### src/rtl/spi_cmd_pkg.sv
// Shared types and constants for the SPI command receiver: command codes,
// FSM states, the queued sprite record layout and status-byte bit positions.
package spi_cmd_pkg;

  typedef enum logic [7:0] {
    CMD_DRAW   = 8'h01,
    CMD_LOAD   = 8'h02,
    CMD_STATUS = 8'h03,
    CMD_CLEAR  = 8'h04
  } cmd_e;

  typedef enum logic [2:0] {
    ST_IDLE,
    ST_CMD,
    ST_DRAW,
    ST_LOAD_SEL,
    ST_LOAD_DATA,
    ST_STATUS,
    ST_DISCARD
  } state_e;

  typedef struct packed {
    logic [7:0]  id;
    logic [15:0] x;
    logic [15:0] y;
    logic [7:0]  scale;
  } sprite_record_t;

  localparam int unsigned RECORD_BYTES = 6;

  localparam int unsigned STAT_OVERFLOW  = 7;
  localparam int unsigned STAT_CMD_ERROR = 6;
  localparam int unsigned STAT_FULL      = 5;
  localparam int unsigned STAT_EMPTY     = 4;
  localparam int unsigned STAT_OCC_LSB   = 0;
  localparam int unsigned STAT_OCC_W     = 4;

endpackage

### src/rtl/sprite_fifo.sv
// First-word-fall-through queue of arbitrary element type with occupancy count.
// A push on a full queue succeeds only when a pop happens in the same cycle.
module sprite_fifo #(
  parameter int unsigned DEPTH = 16,
  parameter type         T     = logic [7:0]
) (
  input  logic                   clk,
  input  logic                   rst_n,
  input  logic                   push,
  input  T                       din,
  input  logic                   pop,
  output T                       dout,
  output logic                   empty,
  output logic                   full,
  output logic [$clog2(DEPTH):0] count
);

  localparam int unsigned AW = $clog2(DEPTH);
  localparam logic [AW:0] FULL_CNT = (AW + 1)'(DEPTH);

  T mem [DEPTH];

  logic [AW-1:0] wr_ptr_q, wr_ptr_d;
  logic [AW-1:0] rd_ptr_q, rd_ptr_d;
  logic [AW:0]   count_q, count_d;
  logic          do_push, do_pop;

  always_comb begin
    do_pop   = pop && (count_q != '0);
    do_push  = push && ((count_q != FULL_CNT) || do_pop);
    wr_ptr_d = do_push ? wr_ptr_q + AW'(1) : wr_ptr_q;
    rd_ptr_d = do_pop  ? rd_ptr_q + AW'(1) : rd_ptr_q;
    count_d  = count_q;
    if (do_push && !do_pop) begin
      count_d = count_q + (AW + 1)'(1);
    end else if (do_pop && !do_push) begin
      count_d = count_q - (AW + 1)'(1);
    end
  end

  always_ff @(posedge clk or negedge rst_n) begin
    if (!rst_n) begin
      wr_ptr_q <= '0;
      rd_ptr_q <= '0;
      count_q  <= '0;
    end else begin
      wr_ptr_q <= wr_ptr_d;
      rd_ptr_q <= rd_ptr_d;
      count_q  <= count_d;
    end
  end

  always_ff @(posedge clk) begin
    if (do_push) begin
      mem[wr_ptr_q] <= din;
    end
  end

  // Storage is not reset, so the head is forced to zero while nothing is queued.
  assign dout  = (count_q == '0) ? '0 : mem[rd_ptr_q];
  assign empty = (count_q == '0);
  assign full  = (count_q == FULL_CNT);
  assign count = count_q;

endmodule

### src/rtl/spi_command_receiver.sv
// Single-clock SPI slave command engine: oversampled pins, byte deserialiser,
// command FSM routing bytes to the sprite draw queue or sprite storage writes.
module spi_command_receiver
  import spi_cmd_pkg::*;
#(
  parameter int unsigned SPRITE_NUM    = 16,
  parameter int unsigned SPRITE_ADDR_W = 12,
  parameter int unsigned QUEUE_DEPTH   = 16,
  parameter int unsigned SYNC_STAGES   = 2
) (
  input  logic                          sys_clock,
  input  logic                          reset_n,
  input  logic                          spi_sck,
  input  logic                          spi_cs,
  input  logic                          spi_mosi,
  output logic                          spi_miso,
  output logic [$clog2(SPRITE_NUM)-1:0] sprite_select,
  output logic                          sprite_w_en,
  output logic [SPRITE_ADDR_W-1:0]      sprite_w_addr,
  output logic [7:0]                    sprite_w_data,
  input  logic                          dequeue,
  output logic                          is_empty,
  output logic                          is_full,
  output logic [7:0]                    sprite_id,
  output logic [15:0]                   sprite_x,
  output logic [15:0]                   sprite_y,
  output logic [7:0]                    sprite_scale,
  output logic                          overflow,
  output logic                          cmd_error
);

  localparam int unsigned SEL_W     = $clog2(SPRITE_NUM);
  localparam int unsigned CNT_W     = $clog2(QUEUE_DEPTH) + 1;
  localparam logic [2:0]  LAST_BYTE = 3'(RECORD_BYTES - 1);

  logic [SYNC_STAGES-1:0] sck_sync_q, sck_sync_d;
  logic [SYNC_STAGES-1:0] cs_sync_q, cs_sync_d;
  logic [SYNC_STAGES-1:0] mosi_sync_q, mosi_sync_d;
  logic                   sck_prev_q, cs_prev_q;
  logic                   sck_s, cs_s, mosi_s;
  logic                   sck_rise, sck_fall, cs_fall;

  state_e               state_q, state_d;
  logic [2:0]           bit_cnt_q, bit_cnt_d;
  logic [7:0]           shift_q, shift_d;
  logic [2:0]           rec_byte_q, rec_byte_d;
  logic [39:0]          rec_q, rec_d;
  logic                 push_q, push_d;
  sprite_record_t       push_data_q, push_data_d;
  logic [SEL_W-1:0]     sel_q, sel_d;
  logic [SPRITE_ADDR_W-1:0] addr_cnt_q, addr_cnt_d;
  logic                 w_en_q, w_en_d;
  logic [SPRITE_ADDR_W-1:0] w_addr_q, w_addr_d;
  logic [7:0]           w_data_q, w_data_d;
  logic [7:0]           status_sr_q, status_sr_d;
  logic                 overflow_q, overflow_d;
  logic                 cmd_error_q, cmd_error_d;

  logic                 byte_done, clear_flags, set_err, drop;
  logic [7:0]           byte_val, status_word;
  logic [31:0]          occ32;
  logic [STAT_OCC_W-1:0] occ_sat;

  sprite_record_t       head;
  logic                 fifo_empty, fifo_full;
  logic [CNT_W-1:0]     fifo_count;

  sprite_fifo #(
    .DEPTH(QUEUE_DEPTH),
    .T    (sprite_record_t)
  ) u_fifo (
    .clk  (sys_clock),
    .rst_n(reset_n),
    .push (push_q),
    .din  (push_data_q),
    .pop  (dequeue),
    .dout (head),
    .empty(fifo_empty),
    .full (fifo_full),
    .count(fifo_count)
  );

  always_comb begin
    sck_sync_d  = {sck_sync_q[SYNC_STAGES-2:0], spi_sck};
    cs_sync_d   = {cs_sync_q[SYNC_STAGES-2:0], spi_cs};
    mosi_sync_d = {mosi_sync_q[SYNC_STAGES-2:0], spi_mosi};
    sck_s       = sck_sync_q[SYNC_STAGES-1];
    cs_s        = cs_sync_q[SYNC_STAGES-1];
    mosi_s      = mosi_sync_q[SYNC_STAGES-1];
    sck_rise    = sck_s && !sck_prev_q;
    sck_fall    = !sck_s && sck_prev_q;
    cs_fall     = !cs_s && cs_prev_q;
  end

  always_comb begin
    occ32   = 32'(fifo_count);
    occ_sat = (occ32 > 32'd15) ? '1 : occ32[STAT_OCC_W-1:0];
    status_word = '0;
    status_word[STAT_OVERFLOW]  = overflow_q;
    status_word[STAT_CMD_ERROR] = cmd_error_q;
    status_word[STAT_FULL]      = fifo_full;
    status_word[STAT_EMPTY]     = fifo_empty;
    status_word[STAT_OCC_LSB +: STAT_OCC_W] = occ_sat;
  end

  always_comb begin
    state_d     = state_q;
    bit_cnt_d   = bit_cnt_q;
    shift_d     = shift_q;
    rec_byte_d  = rec_byte_q;
    rec_d       = rec_q;
    push_d      = 1'b0;
    push_data_d = push_data_q;
    sel_d       = sel_q;
    addr_cnt_d  = addr_cnt_q;
    w_en_d      = 1'b0;
    w_addr_d    = w_addr_q;
    w_data_d    = w_data_q;
    status_sr_d = status_sr_q;
    clear_flags = 1'b0;
    set_err     = 1'b0;
    byte_done   = 1'b0;
    byte_val    = {shift_q[6:0], mosi_s};

    if (cs_s) begin
      // Deselect aborts everything: partial byte and partial record are dropped.
      state_d     = ST_IDLE;
      bit_cnt_d   = '0;
      rec_byte_d  = '0;
      status_sr_d = '0;
    end else if (state_q == ST_IDLE) begin
      if (cs_fall) begin
        state_d = ST_CMD;
      end
    end else begin
      if (sck_rise) begin
        shift_d   = byte_val;
        bit_cnt_d = bit_cnt_q + 3'd1;
        byte_done = (bit_cnt_q == 3'd7);
      end
      // Status bit 7 is preloaded at command completion, so the falling edge
      // that closes the command byte must not shift.
      if (sck_fall && (((state_q == ST_STATUS) && (bit_cnt_q != '0)) ||
                       (state_q == ST_DISCARD))) begin
        status_sr_d = {status_sr_q[6:0], 1'b0};
      end
      if (byte_done) begin
        case (state_q)
          ST_CMD: begin
            case (byte_val)
              CMD_DRAW: begin
                state_d    = ST_DRAW;
                rec_byte_d = '0;
              end
              CMD_LOAD:   state_d = ST_LOAD_SEL;
              CMD_STATUS: begin
                state_d     = ST_STATUS;
                status_sr_d = status_word;
              end
              CMD_CLEAR: begin
                state_d     = ST_DISCARD;
                clear_flags = 1'b1;
              end
              default: begin
                state_d = ST_DISCARD;
                set_err = 1'b1;
              end
            endcase
          end
          ST_DRAW: begin
            rec_d = {rec_q[31:0], byte_val};
            if (rec_byte_q == LAST_BYTE) begin
              push_d      = 1'b1;
              push_data_d = {rec_q, byte_val};
              rec_byte_d  = '0;
            end else begin
              rec_byte_d = rec_byte_q + 3'd1;
            end
          end
          ST_LOAD_SEL: begin
            sel_d      = byte_val[SEL_W-1:0];
            addr_cnt_d = '0;
            state_d    = ST_LOAD_DATA;
          end
          ST_LOAD_DATA: begin
            w_en_d     = 1'b1;
            w_addr_d   = addr_cnt_q;
            w_data_d   = byte_val;
            addr_cnt_d = addr_cnt_q + SPRITE_ADDR_W'(1);
          end
          ST_STATUS: state_d = ST_DISCARD;
          default: ;
        endcase
      end
    end

    drop        = push_q && fifo_full && !dequeue;
    overflow_d  = (overflow_q && !clear_flags) || drop;
    cmd_error_d = (cmd_error_q && !clear_flags) || set_err;
  end

  always_ff @(posedge sys_clock or negedge reset_n) begin
    if (!reset_n) begin
      sck_sync_q  <= '0;
      cs_sync_q   <= '1;
      mosi_sync_q <= '0;
      sck_prev_q  <= 1'b0;
      cs_prev_q   <= 1'b1;
      state_q     <= ST_IDLE;
      bit_cnt_q   <= '0;
      shift_q     <= '0;
      rec_byte_q  <= '0;
      rec_q       <= '0;
      push_q      <= 1'b0;
      push_data_q <= '0;
      sel_q       <= '0;
      addr_cnt_q  <= '0;
      w_en_q      <= 1'b0;
      w_addr_q    <= '0;
      w_data_q    <= '0;
      status_sr_q <= '0;
      overflow_q  <= 1'b0;
      cmd_error_q <= 1'b0;
    end else begin
      sck_sync_q  <= sck_sync_d;
      cs_sync_q   <= cs_sync_d;
      mosi_sync_q <= mosi_sync_d;
      sck_prev_q  <= sck_s;
      cs_prev_q   <= cs_s;
      state_q     <= state_d;
      bit_cnt_q   <= bit_cnt_d;
      shift_q     <= shift_d;
      rec_byte_q  <= rec_byte_d;
      rec_q       <= rec_d;
      push_q      <= push_d;
      push_data_q <= push_data_d;
      sel_q       <= sel_d;
      addr_cnt_q  <= addr_cnt_d;
      w_en_q      <= w_en_d;
      w_addr_q    <= w_addr_d;
      w_data_q    <= w_data_d;
      status_sr_q <= status_sr_d;
      overflow_q  <= overflow_d;
      cmd_error_q <= cmd_error_d;
    end
  end

  assign spi_miso      = status_sr_q[7];
  assign sprite_select = sel_q;
  assign sprite_w_en   = w_en_q;
  assign sprite_w_addr = w_addr_q;
  assign sprite_w_data = w_data_q;
  assign is_empty      = fifo_empty;
  assign is_full       = fifo_full;
  assign sprite_id     = head.id;
  assign sprite_x      = head.x;
  assign sprite_y      = head.y;
  assign sprite_scale  = head.scale;
  assign overflow      = overflow_q;
  assign cmd_error     = cmd_error_q;

endmodule

### config.mk
export PLATFORM = sky130hd
export DESIGN_NAME = spi_command_receiver
export DESIGN_NICKNAME = d
export VERILOG_FILES = /design/src/rtl/spi_cmd_pkg.sv /design/src/rtl/sprite_fifo.sv /design/src/rtl/spi_command_receiver.sv
export SDC_FILE = /design/constraint.sdc
export NUM_CORES = 1
export LEC_CHECK = 0
export CAP_MARGIN = 20
export CORE_MARGIN = 3
export CORE_UTILIZATION = 55
export DETAILED_ROUTE_END_ITERATION = 12
export PLACE_DENSITY = 0.75
export SETUP_SLACK_MARGIN = 0.02
export SLEW_MARGIN = 20
export SYNTH_ARGS = -nofsm -noshare
export SYNTH_HDL_FRONTEND = slang
export SYNTH_HIERARCHICAL = 1
export SYNTH_SLANG_ARGS = --single-unit
### constraint.sdc
create_clock -name sys_clock -period 4.8 [get_ports sys_clock]
set_clock_uncertainty 0.1 [all_clocks]
set_input_delay 0.96 -clock sys_clock [delete_from_list [all_inputs] [get_ports sys_clock]]
set_output_delay 0.96 -clock sys_clock [all_outputs]
set_load 0.01 [all_outputs]
# Yosys cells after proc, flatten, opt, wreduce, memory -nomap -nowiden
# Memories as Yosys holds them, arrays and structs flattened.
# Index checks and enable logic that the tools add are counted.
# Widths: inputs -> output; s select.
[totals]
in_bits = 6
ramBits = 768
register_bits = 173
n_memories = 1
word_cells = 149
output_inout_bits = 78
[classes]
n_addsub = 7
eq_ne = 17
n_lt_le_gt_ge = 1
bitwise_logic = 2
n_reduce_logical = 45
mux = 50
[mem_list]
columns = ["name", "words", "word_bits", "rd", "rd_clocked_by_memory_dff", "write_ports", "line_no", "source"]
rows = [
  ["u_fifo.mem", 16, 48, 1, 0, 1, "sprite_fifo.sv:21", "T mem [DEPTH];"],
]
[ops]
columns = ["op", "n"]
rows = [
  ["$mux 48", 1],
  ["$mux 8", 6],
  ["$mux 3", 12],
  ["$mux 1", 24],
  ["$pmux 12 s2", 1],
  ["$reduce_and 4->1", 5],
  ["$pmux 3 s3", 2],
  ["$eq 8x2->1 const B", 2],
  ["$eq 3x3->1 const B", 5],
  ["$logic_and 1x1->1", 13],
  ["$add 12x1->12 const B", 1],
  ["$mux 5", 2],
  ["$reduce_bool 5->1", 2],
  ["$reduce_bool 3->1", 3],
  ["$add 4x1->4 const B", 2],
  ["$eq 8x1->1 const B", 1],
  ["$eq 8x3->1 const B", 1],
  ["$reduce_bool 2->1", 4],
  ["$logic_not 1->1", 7],
  ["$add 3x1->3 const B", 2],
  ["$eq 3x2->1 const B", 2],
  ["$ne 3x3->1 const B", 2],
  ["$pmux 3 s2", 1],
  ["$reduce_and 3->1", 2],
  ["15 further kinds", 19],
]

# Logic depth before layout (Yosys ltp)
# Gate-level depths: netlist (run 1).
[depth]
ltp_word = 11
depth_mapped = 10
depth_no_buf = 9

# Cells and area by module
# Netlist (run 1), hierarchy kept.
[by_module_without_submodules]
columns = ["mod", "area_each_um2", "n_inst", "cells_per_inst", "seq_area_each_um2"]
rows = [
  ["sprite_fifo", 30067.6, 1, 1264, 23387.4],
  ["spi_command_receiver", 6439.9, 1, 512, 4007.6],
]

# Least setup slack after synthesis (run 1)
# Ideal clock, no wire load.
[synth_timing]
path_kind = "input to register"
from = "input port dequeue"
to = "memory u_fifo/mem[15][0] (netlist bit) (enable)"
required_time_ps = 4289
path_stages = 3
path_slack_ps = 1658
setup_ps = 411
t_arrival_ps = 2631
n_path_buf = 1
path_cell_list = "o31a_1 clkbuf_1 and3_1"
[synth_via]
elab_chain_cells = 5
[synth_lines]
columns = ["element", "line_no", "source"]
rows = [
  ["start: declaration", "spi_command_receiver.sv:21", "input logic dequeue,"],
  ["$logic_and 1x1->1", "sprite_fifo.sv:29", "do_pop = pop && (count_q != '0);"],
  ["$logic_or 1x1->1", "sprite_fifo.sv:30", "do_push = push && ((count_q != FULL_CNT) || do_pop);"],
  ["$logic_and 1x1->1", "sprite_fifo.sv:30", ""],
  ["net u_fifo.do_push", "sprite_fifo.sv:26", "logic do_push, do_pop;"],
  ["$mux 1", "sprite_fifo.sv:54", "if (do_push) begin"],
  ["$mux 1 (not written as such)", "sprite_fifo.sv:55", "mem[wr_ptr_q] <= din;"],
  ["end: declaration", "sprite_fifo.sv:21", ""],
]
# The timed path passes the listed nets, and every way through them passes these cells.

# Worst setup path in the final report (run 1)
[layout_timing]
from = "register u_fifo.rd_ptr_q[3]"
to = "output port sprite_id[5]"
[layout_via]
elab_chain_cells = 2
[layout_lines]
columns = ["element", "line_no", "source"]
rows = [
  ["start: declaration", "sprite_fifo.sv:24", "logic [AW-1:0] rd_ptr_q, rd_ptr_d;"],
  ["start signal: assignment", "sprite_fifo.sv:48", "rd_ptr_q <= rd_ptr_d;"],
  ["$mem_v2 16x48", "-", ""],
  ["$mux 48", "sprite_fifo.sv:60", "assign dout = (count_q == '0) ? '0 : mem[rd_ptr_q];"],
  ["end: declaration", "spi_command_receiver.sv:24", "output logic [7:0] sprite_id,"],
]
# Every way passes these cells.

==> results of run 1 <==
[worst reg2reg max path: stages, from the launching register on]
cell       delay [ns]
dfrtp_1          0.43
or4_4            0.59
o31a_1           0.48
ha_1             0.37
inv_1            0.15
ha_1             0.28
nor2b_1          0.17
o21a_1           0.20
o2111ai_1        0.20
o311ai_0         0.17
[power breakdown]
| group | total, mW | leakage (nW) | internal (mW) | switching [mW] |
|---|---|---|---|---|
| Clock | 6.99 | 1.45 | 4.11 | 2.89 |
| Combinational | 0.105 | 3.42 | 0.0422 | 0.0627 |
| Sequential | 8.78 | 11.3 | 8.73 | 0.0446 |
| Total | 15.9 | 16.2 | 12.9 | 2.99 |
[per-layer routing]
layer / global-route usage (%) / part of all wire (%)
met2: 37.6 / 50
met1: 31.5 / 39
met5: 0 / 0
met4: 7.90 / 2.9
met3: 4.29 / 7.5
[final timing paths]
check / start / to / slack [ns] / cells past startpoint
worst min-delay path: mosi_sync_q[0] / mosi_sync_q[1] / 0.25 / 0
min in group asynchronous: reset_n / addr_cnt_q[2] / 0.36 / 1
worst min register to register: mosi_sync_q[0] / mosi_sync_q[1] / 0.25 / 0
worst max register to register: u_fifo/count[0] / u_fifo/count[4] / 1.50 / 9
worst max-delay path: u_fifo/rd_ptr_q[3] / sprite_id[5] / 0.24 / 5
max in group asynchronous: reset_n / push_data_q[30] / 3.37 / 2
[metrics by stage]
stage               worst slack (ns)  util, %  cells  hold WS, ns
finish                         0.236     63.8   2823        0.254
global route                   0.110     63.8   2823        0.259
CTS                           0.0613     63.8   2822        0.253
detailed placement             0.753     59.2   2660        0.248
global placement               0.765     59.2   2660        0.234
floorplan                       1.66        -   1776        0.231
[cell families (layout without fill, tap and decap cells)]
group,count (synthesis),in the layout
buf+inv,110,302
fa+ha+maj,14,14
compound gates,104,104
simple gates,249,249
flops,941,941
xor+xnor,21,21
mux,337,337
[final cells by class]
cell class	count	share of cell area, %
Clock buffer	115	6.04
Clock inverter	47	1.04
Inverter	15	0.136
Multi-Input combinational cell	725	20.6
Sequential cell	941	66.0
Tap cell	855	2.58
Timing Repair Buffer	125	3.60
[cell usage after synthesis (all sizes together), types with 3 or more instances]
library cell / instances / area [sq um]
a21oi: 13 / 65.1
a221o: 48 / 480
a22oi: 4 / 30.0
and3: 18 / 113
buf: 60 / 425
clkbuf: 35 / 133
dfrtp: 170 / 4250
dfstp: 3 / 78.8
edfxtp: 768 / 23100
ha: 13 / 163
inv: 14 / 52.6
mux2: 144 / 1620
mux4: 192 / 4340
nand2: 91 / 342
nand2b: 4 / 25.0
nand3: 12 / 60.1
nand4: 6 / 37.5
nor2: 36 / 148
nor2b: 53 / 332
nor3: 8 / 45.0
nor4: 3 / 18.8
o2111ai: 4 / 35.0
o21ai: 9 / 45.0
o2bb2ai: 8 / 70.1
o31ai: 3 / 22.5
or4: 4 / 37.5
xnor2: 13 / 114
xor2: 8 / 70.1
[repair_timing]
action	CTS	global route
setup buffers	0	1
endpoints found under the hold margin	0	0
endpoints found under the setup margin	0	3
[flip-flops by register name, indices dropped and copies added, names as in the netlist, 5 cells and up]
| name | count |
|---|---|
| shift_q | 7 |
| sprite_w_data | 8 |
| addr_cnt_q | 12 |
| u_fifo/count | 5 |
| status_sr_q | 8 |
| u_fifo/mem | 768 |
| push_data_q | 48 |
| sprite_w_addr | 12 |
| rec_q | 40 |
==> flow_metrics.env, run 1 <==
export IMPL_most_common_layout_cells="edfxtp_1 (768), mux4_2 (189), dfrtp_1 (167)"
export IMPL_pin_count=84
export IMPL_ir_drop_mv=0.277
export IMPL_p_total_mw=15.9
export IMPL_synth_top_family_by_area="multiplexers"
export IMPL_synth_cells=1776
export IMPL_place_area_sq_mm=0.0385
export IMPL_synth_compound_area_share_pct=2.40
export IMPL_crit_arrival_ns=3.50
export IMPL_n_antenna_cell=0
export IMPL_synth_edf_count=768
export IMPL_portBuffers=83
export IMPL_path_cells="buf_4 -> mux4_2 -> mux2_2 -> a221o_1 -> clkdlybuf4s50_1"
export IMPL_first_pass_iters=5
export IMPL_core_sq_mm=0.0650
export IMPL_maxCapViolCount=0
export IMPL_ys_seq_area_share_pct=75.0
export IMPL_cts_tree="yes"
export IMPL_drt_wl_total_um=79100
export IMPL_worst_path_max_fanout=31
export IMPL_final_common_cell="edfxtp_1"
export IMPL_drive_gt1_share_pct=27.5
export IMPL_cp_slowest_stage_delay_ns=0.81
export IMPL_regArea_sq_mm=0.0274
export IMPL_grt_antenna_before_repair=0
export IMPL_start_util_pct=56.1
export IMPL_dieArea_sq_mm=0.0695
export IMPL_cts_hold_buf=0
export IMPL_cts_resized=0
export IMPL_rsz0062_at_grt="false"
export IMPL_clk_pin_slew_ns=0.06
export IMPL_drc=0
export IMPL_synthSimpleGateAreaFrac_pct=3.53
export IMPL_setup_violations=0
export IMPL_max_slew_worst_pin_slew_ns=1.05
export IMPL_ant_nets=0
export IMPL_final_max_slew_violation_count=0
export IMPL_num_rows=93
export IMPL_syn_nets=1796
export IMPL_gp_congestion=0.765
export IMPL_p_per_area_mw_per_mm2=382
export IMPL_vias=17800
export IMPL_async_flop_share_pct=18.4
export IMPL_ys_warn_count=6
export IMPL_syn_area_sq_mm=0.0365
export IMPL_synthXorXnorAreaFrac_pct=0.504
export IMPL_finalCritPeriodShare_pct=95.1
export IMPL_hpwlAfterDp_um=39500
export IMPL_max_slew_margin_pct=29.6
export IMPL_critPathTopFamily="buffers and inverters"
export IMPL_grt_pass1_wl_um=119000
export IMPL_design_area_sq_mm=0.0415
export IMPL_vias_per_cell=6.31
export IMPL_final_net_count=1916
export IMPL_synth_fa_ha_area_share_pct=0.500
export IMPL_die_h_um=264
export IMPL_fin_crit_ns=4.56
export IMPL_synthToLayoutAreaGrowth_pct=13.7
export IMPL_worstSetupStartpointType="register"
export IMPL_synthDistinctLibCells=67
export IMPL_fmax_ghz=0.219
export IMPL_final_hold_violation_count=0
export IMPL_synth_mux_area_fraction_pct=16.3
export IMPL_cp_end_kind="output pin"
export IMPL_synth_avg_cell_area_sq_um=20.6
export IMPL_grt_pass1_vias=18800
export IMPL_synth_top_flop_cell="edfxtp_1"
export IMPL_path_class="register to output pin"
export IMPL_fp_dieW_um=264
export IMPL_grt_total_usage_pct=23.0
export IMPL_fill_cells=4129
export IMPL_cts_made_buffers=88
export IMPL_critPathRequiredTime_ns=3.74
export IMPL_ctsHtreeMaxLevel=3
export IMPL_wl_per_cell_um=28.0
export IMPL_leakage_nw=16.2
export IMPL_synth_seq_cells=941
export IMPL_drt_initial_drc_count=1804
export IMPL_cp_buffers_inverters=2
export IMPL_status="finished, final reports clean"
export IMPL_grt_overflow_total=0
export IMPL_hp_class="register to register"
export IMPL_slowest_stage="dfrtp_4"
export IMPL_cts_root_buf="clkbuf_16"
export IMPL_clock_latency_ns=0.63
export IMPL_grt_max_degree=113
export IMPL_clock_path_buffers=3
export IMPL_cts_sinks=941
export IMPL_fin_tns_setup_ns=0
export IMPL_multi_input_area_sq_mm=0.00854
Note: power is estimated with default switching activity, not from simulation.
==> inputs of run 2 (changes only) <==
CELL_PAD_IN_SITES_DETAIL_PLACEMENT = 1   (was unset)
CELL_PAD_IN_SITES_GLOBAL_PLACEMENT = 1   (was unset)
PLACE_DENSITY = 0.83   (was 0.75)
==> run 2 against run 1 <==
Compared with the run above:
- worst hold slack got worse by 0.017 ns
- cell count up 0.35%
- highest routed layer is now met5
- count of clock-buffer cells in the layout grew 11
- non-clock buffer count increased by 5
- sequential share of layout area decreased by 0.28 points
- via count grew 4.3%
- maximum frequency fell by 2.1%
==> flow_metrics.env, run 2 (synthesis results as in run 1) <==
export IMPL_place_area_sq_mm=0.0386
export IMPL_path_class="register to output pin"
export IMPL_clock_path_buffers=3
export IMPL_max_flop_register="u_fifo/mem"
export IMPL_slowest_stage="dfrtp_4"
export IMPL_ctsHtreeMaxLevel=3
export IMPL_fp_dieW_um=264
export IMPL_ir_drop_mv=0.336
export IMPL_rr_worst_depth=9
export IMPL_max_slew_worst_pin_slew_ns=1.11
export IMPL_drt_wl_total_um=94300
export IMPL_clk_pin_slew_ns=0.06
export IMPL_hp_class="primary input to async pin"
export IMPL_r2r_setup_slack_ns=1.42
export IMPL_fin_crit_ns=4.66
export IMPL_r2r_start="u_fifo/count[1]"
export IMPL_design_area_sq_mm=0.0417
export IMPL_vias=18600
export IMPL_largest_register_ffs=768
export IMPL_crit_arrival_ns=3.60
export IMPL_cts_made_buffers=91
export IMPL_instances_no_fill=2833
export IMPL_fill_cells=5168
export IMPL_status="finished, final reports clean"
export IMPL_vias_per_cell=6.56
export IMPL_grt_pass1_vias=20300
export IMPL_max_slew_margin_pct=26.0
export IMPL_grt_max_degree=72
export IMPL_finalCritPeriodShare_pct=97.1
export IMPL_start_util_pct=56.1
export IMPL_hpwlAfterDp_um=47700
export IMPL_grt_antenna_before_repair=1
export IMPL_grt_pass1_wl_um=140000
export IMPL_path_cells="buf_12 -> buf_12 -> mux4_2 -> mux2_2 -> a221o_1 -> clkdlybuf4s50_1"
export IMPL_gp_congestion=0.747
export IMPL_drt_initial_drc_count=1922
export IMPL_cp_end_kind="output pin"
export IMPL_n_antenna_cell=0
export IMPL_grt_total_usage_pct=27.5
export IMPL_portBuffers=83
export IMPL_fin_tns_setup_ns=0
export IMPL_drive_gt1_share_pct=27.8
export IMPL_leakage_nw=16.3
export IMPL_die_h_um=264
export IMPL_clock_latency_ns=0.66
export IMPL_dp_cells=2665
export IMPL_final_hold_violation_count=0
export IMPL_num_rows=93
export IMPL_final_common_cell="edfxtp_1"
export IMPL_synthToLayoutAreaGrowth_pct=14.2
export IMPL_reg_largest_list="u_fifo/mem (768), push_data_q (48), rec_q (40)"
export IMPL_cpMostUsedCell="buf_12"
export IMPL_setup_violations=0
export IMPL_rsz0062_at_grt="false"
export IMPL_wl_per_cell_um=33.3
export IMPL_grt_overflow_total=0
export IMPL_drc=0
export IMPL_worst_path_max_fanout=24
export IMPL_p_per_area_mw_per_mm2=389
export IMPL_first_pass_iters=5
export IMPL_maxCapViolCount=0
export IMPL_cts_sinks=941
export IMPL_cts_tree="yes"
export IMPL_worstSetupStartpointType="register"
export IMPL_dieArea_sq_mm=0.0695
export IMPL_final_net_count=1924
export IMPL_most_common_layout_cells="edfxtp_1 (768), mux4_2 (189), dfrtp_1 (167)"
export IMPL_ant_nets=0
export IMPL_fmax_ghz=0.215
export IMPL_pin_count=84
export IMPL_core_sq_mm=0.0650
export IMPL_place_ws_ns=0.760
export IMPL_regToRegEndpoint="u_fifo/count[4]"
export IMPL_critPathRequiredTime_ns=3.74
export IMPL_fin_ws_ns=0.140
export IMPL_cp_slowest_stage_delay_ns=0.79
export IMPL_cts_hold_buf=0
export IMPL_cts_root_buf="clkbuf_16"
export IMPL_final_max_slew_violation_count=0
## run 2: cell types whose count changed in the layout (fill, tap and decap cells not counted), moves of 2 or more
cell	previous run	this run
clkbuf_8	6	10
clkinv_2	18	15
clkinv_1	17	11
buf_4	15	17
buf_12	26	30
clkbuf_1	14	22
## run 2: area by class of cell
type,count,area (sq um),area share [%]
Clock inverter,41,459,1.10
Sequential cell,941,27400,65.8
Clock buffer,126,2580,6.20
Timing Repair Buffer,130,1560,3.75
Multi-Input combinational cell,725,8540,20.5
Tap cell,855,1070,2.57
Inverter,15,56.3,0.135
## run 2: through the flow
stage / total power, mW / utilization, % / hold WS (ns)
2_1_floorplan: 8.99 / - / 0.231
3_3_place_gp: 9.05 / 59.4 / 0.236
3_5_place_dp: 9.06 / 59.4 / 0.243
4_1_cts: 16.3 / 64.0 / 0.252
5_1_grt: 16.7 / 64.1 / 0.265
6_report: 16.2 / 64.1 / 0.237
## run 2: worst max path at each step
stage | from | to | slack (ns)
after floorplan | dequeue | u_fifo/mem[15][0] | 1.66
final | u_fifo/rd_ptr_q[1] | sprite_x[15] | 0.14
after detailed placement | u_fifo/rd_ptr_q[3] | sprite_scale[4] | 0.76
after global routing | u_fifo/rd_ptr_q[1] | sprite_id[6] | 0.06
after global placement | u_fifo/rd_ptr_q[3] | sprite_y[8] | 0.84
after CTS | u_fifo/rd_ptr_q[3] | sprite_scale[4] | 0.06
## run 2: critical path, delay by kind of cell, from the launching register on
family / cells / cell delay, ns
flip-flops: 1 / 0.79
buffers and inverters: 3 / 0.97
AO/OA/AOI/OAI: 1 / 0.32
multiplexers: 2 / 0.86
## run 2: what timing repair did
item | in CTS | in global routing
hold endpoints to repair | 0 | 0
resized for setup | 0 | 0
setup endpoints to repair | 0 | 1
buffers inserted | 0 | 1
## run 2: routing by layer
layer	global-route usage [%]	part of all wire (%)	wire length (um)	up-vias
met4	8.20	2.9	2710	2
met5	0	0.0074	7	-
met3	4.58	8.3	7860	194
li1	-	-	-	7432
met2	46.5	51	48300	1019
met1	37.2	38	35500	9942
## run 2: where the power goes
part           total (mW)  switching (mW)  internal (mW)
combinational       0.110          0.0671         0.0429
clock                7.32            3.07           4.25
sequential           8.78          0.0425           8.73
total                16.2            3.18           13.0
==> inputs of run 3 (changes only) <==
--- a/config.mk
+++ b/config.mk
@@ -7,2 +7,3 @@
 export LEC_CHECK = 0
+export ABC_CLOCK_PERIOD_IN_PS = 4800
 export CAP_MARGIN = 20
@@ -13,2 +14,3 @@
 export DETAILED_ROUTE_END_ITERATION = 12
+export MAX_ROUTING_LAYER = met4
 export PLACE_DENSITY = 0.83
==> constraint.sdc (replaced) <==
create_clock -name sys_clock -period 4.8 [get_ports sys_clock]
set_clock_uncertainty 0.1 [all_clocks]
set_input_delay 0.72 -clock sys_clock [delete_from_list [all_inputs] [get_ports sys_clock]]
set_output_delay 0.72 -clock sys_clock [all_outputs]
set_load 0.01 [all_outputs]
==> run 3 against run 2 <==
Compared with the run above:
- sequential share of layout area barely moved
- largest cell class unchanged
- highest routed layer is now met4
- routed wire length rose by 1.8%
- maximum frequency rose by 3.5%
- critical path type unchanged
- die area did not move
==> flow_metrics.env, run 3 (synthesis results as in run 1) <==
export IMPL_hpwlAfterDp_um=48900
export IMPL_pin_count=84
export IMPL_ctsHtreeMaxLevel=3
export IMPL_drc=0
export IMPL_drt_wl_total_um=96000
export IMPL_hp_class="primary input to async pin"
export IMPL_cts_root_buf="clkbuf_16"
export IMPL_first_pass_iters=5
export IMPL_worst_path_max_fanout=35
export IMPL_final_net_count=1923
export IMPL_ant_nets=0
export IMPL_rsz0062_at_grt="false"
export IMPL_cts_tree="yes"
export IMPL_leakage_nw=16.2
export IMPL_drt_initial_drc_count=2295
export IMPL_critPathRequiredTime_ns=3.98
export IMPL_grt_pass1_wl_um=142000
export IMPL_p_sw_mw=3.17
export IMPL_cts_resized=0
export IMPL_fill_cells=5250
export IMPL_clk_pin_slew_ns=0.06
export IMPL_p_int_mw=13.0
export IMPL_place_area_sq_mm=0.0386
export IMPL_vias=18800
export IMPL_dieArea_sq_mm=0.0695
export IMPL_most_common_layout_cells="edfxtp_1 (768), mux4_2 (189), dfrtp_1 (167)"
export IMPL_num_rows=93
export IMPL_fin_crit_ns=4.50
export IMPL_grt_antenna_before_repair=1
export IMPL_final_common_cell="edfxtp_1"
export IMPL_cp_end_kind="output pin"
export IMPL_wl_per_cell_um=33.9
export IMPL_setup_violations=0
export IMPL_fmax_ghz=0.222
export IMPL_clock_path_buffers=3
export IMPL_fin_ws_ns=0.299
export IMPL_pwr_share_clk_pct=45.0
export IMPL_grt_total_usage_pct=28.8
export IMPL_grt_max_degree=100
export IMPL_drive_gt1_share_pct=27.8
export IMPL_seq_power_share_pct=54.4
export IMPL_design_area_sq_mm=0.0417
export IMPL_worstSetupStartpointType="register"
export IMPL_start_util_pct=56.1
export IMPL_maxCapViolCount=0
export IMPL_max_slew_margin_pct=39.1
export IMPL_sw_frac_of_total_pct=19.6
export IMPL_cts_sinks=941
export IMPL_final_hold_violation_count=0
export IMPL_clock_latency_ns=0.64
export IMPL_path_class="register to output pin"
export IMPL_reg_largest_list="u_fifo/mem (768), push_data_q (48), rec_q (40)"
export IMPL_portBuffers=83
export IMPL_vias_per_cell=6.63
export IMPL_comb_power_share_pct=0.7
export IMPL_fp_dieW_um=264
export IMPL_die_h_um=264
export IMPL_gp_congestion=0.757
export IMPL_fin_tns_setup_ns=0
export IMPL_status="finished, final reports clean"
export IMPL_final_max_slew_violation_count=0
export IMPL_crit_arrival_ns=3.68
export IMPL_p_per_area_mw_per_mm2=388
export IMPL_post_cts_buffers=0
export IMPL_cts_hold_buf=0
export IMPL_max_slew_worst_pin_slew_ns=0.914
export IMPL_finalCritPeriodShare_pct=93.8
export IMPL_largest_register_ffs=768
export IMPL_n_antenna_cell=0
export IMPL_core_sq_mm=0.0650
export IMPL_grt_pass1_vias=20200
export IMPL_cts_made_buffers=91
export IMPL_grt_overflow_total=0
export IMPL_place_ws_ns=0.995
export IMPL_synthToLayoutAreaGrowth_pct=14.1
export IMPL_max_flop_register="u_fifo/mem"
export IMPL_ir_drop_mv=0.269
[run 3: power groups by stage]
stage	Sequential (mW)	Combinational, mW	Clock [mW]
2_1_floorplan	8.91	0.0722	0
3_3_place_gp	8.94	0.103	0
3_5_place_dp	8.95	0.108	0
4_1_cts	8.77	0.110	7.35
5_1_grt	8.77	0.119	7.68
6_report	8.78	0.108	7.26
[run 3: worst max-delay path, stage by stage, from the launching register on]
cell and delay [ns]:
dfrtp_4 0.90, buf_4 0.54, mux4_2 0.40, mux2_2 0.29
a221o_1 0.35, clkdlybuf4s50_1 0.52
[run 3: cell type report]
class | instances | area, sq um | share of cell area (%)
Timing Repair Buffer | 129 | 1570 | 3.76
Sequential cell | 941 | 27400 | 65.8
Clock buffer | 122 | 2580 | 6.19
Tap cell | 855 | 1070 | 2.57
Clock inverter | 44 | 429 | 1.03
Inverter | 15 | 56.3 | 0.135
Multi-Input combinational cell | 725 | 8550 | 20.5
[run 3: layer usage]
layer	share of wire (%)	track usage, %	vias up
met2	51	47.3	1085
li1	-	-	7427
met3	8.6	4.42	154
met4	2.3	7.55	0
met1	38	38.4	10100
met5	0	-	-
[run 3: stage by stage]
| step | utilization [%] | instances | hold slack (ns) | power (mW) |
|---|---|---|---|---|
| after floorplan | - | 1776 | 0.231 | 8.99 |
| after global placement | 59.4 | 2665 | 0.238 | 9.05 |
| after detailed placement | 59.4 | 2665 | 0.245 | 9.05 |
| after CTS | 64.0 | 2831 | 0.110 | 16.2 |
| after global routing | 64.0 | 2831 | 0.151 | 16.6 |
| final | 64.0 | 2831 | 0.0698 | 16.1 |
[run 3: path summary, 6_finish.rpt]
| path | depth (start not counted) | startpoint | slack (ns) | to |
|---|---|---|---|---|
| worst max-delay path | 5 | u_fifo/rd_ptr_q[3] | 0.30 | sprite_id[4] |
| worst min register to register | 0 | sck_sync_q[0] | 0.26 | sck_sync_q[1] |
| min in group sys_clock | 0 | sck_sync_q[0] | 0.26 | sck_sync_q[1] |
| worst max register to register | 9 | u_fifo/count[0] | 1.19 | u_fifo/count[4] |
| worst min-delay path | 1 | reset_n | 0.07 | addr_cnt_q[1] |
| max in group asynchronous | 2 | reset_n | 3.56 | push_data_q[46] |
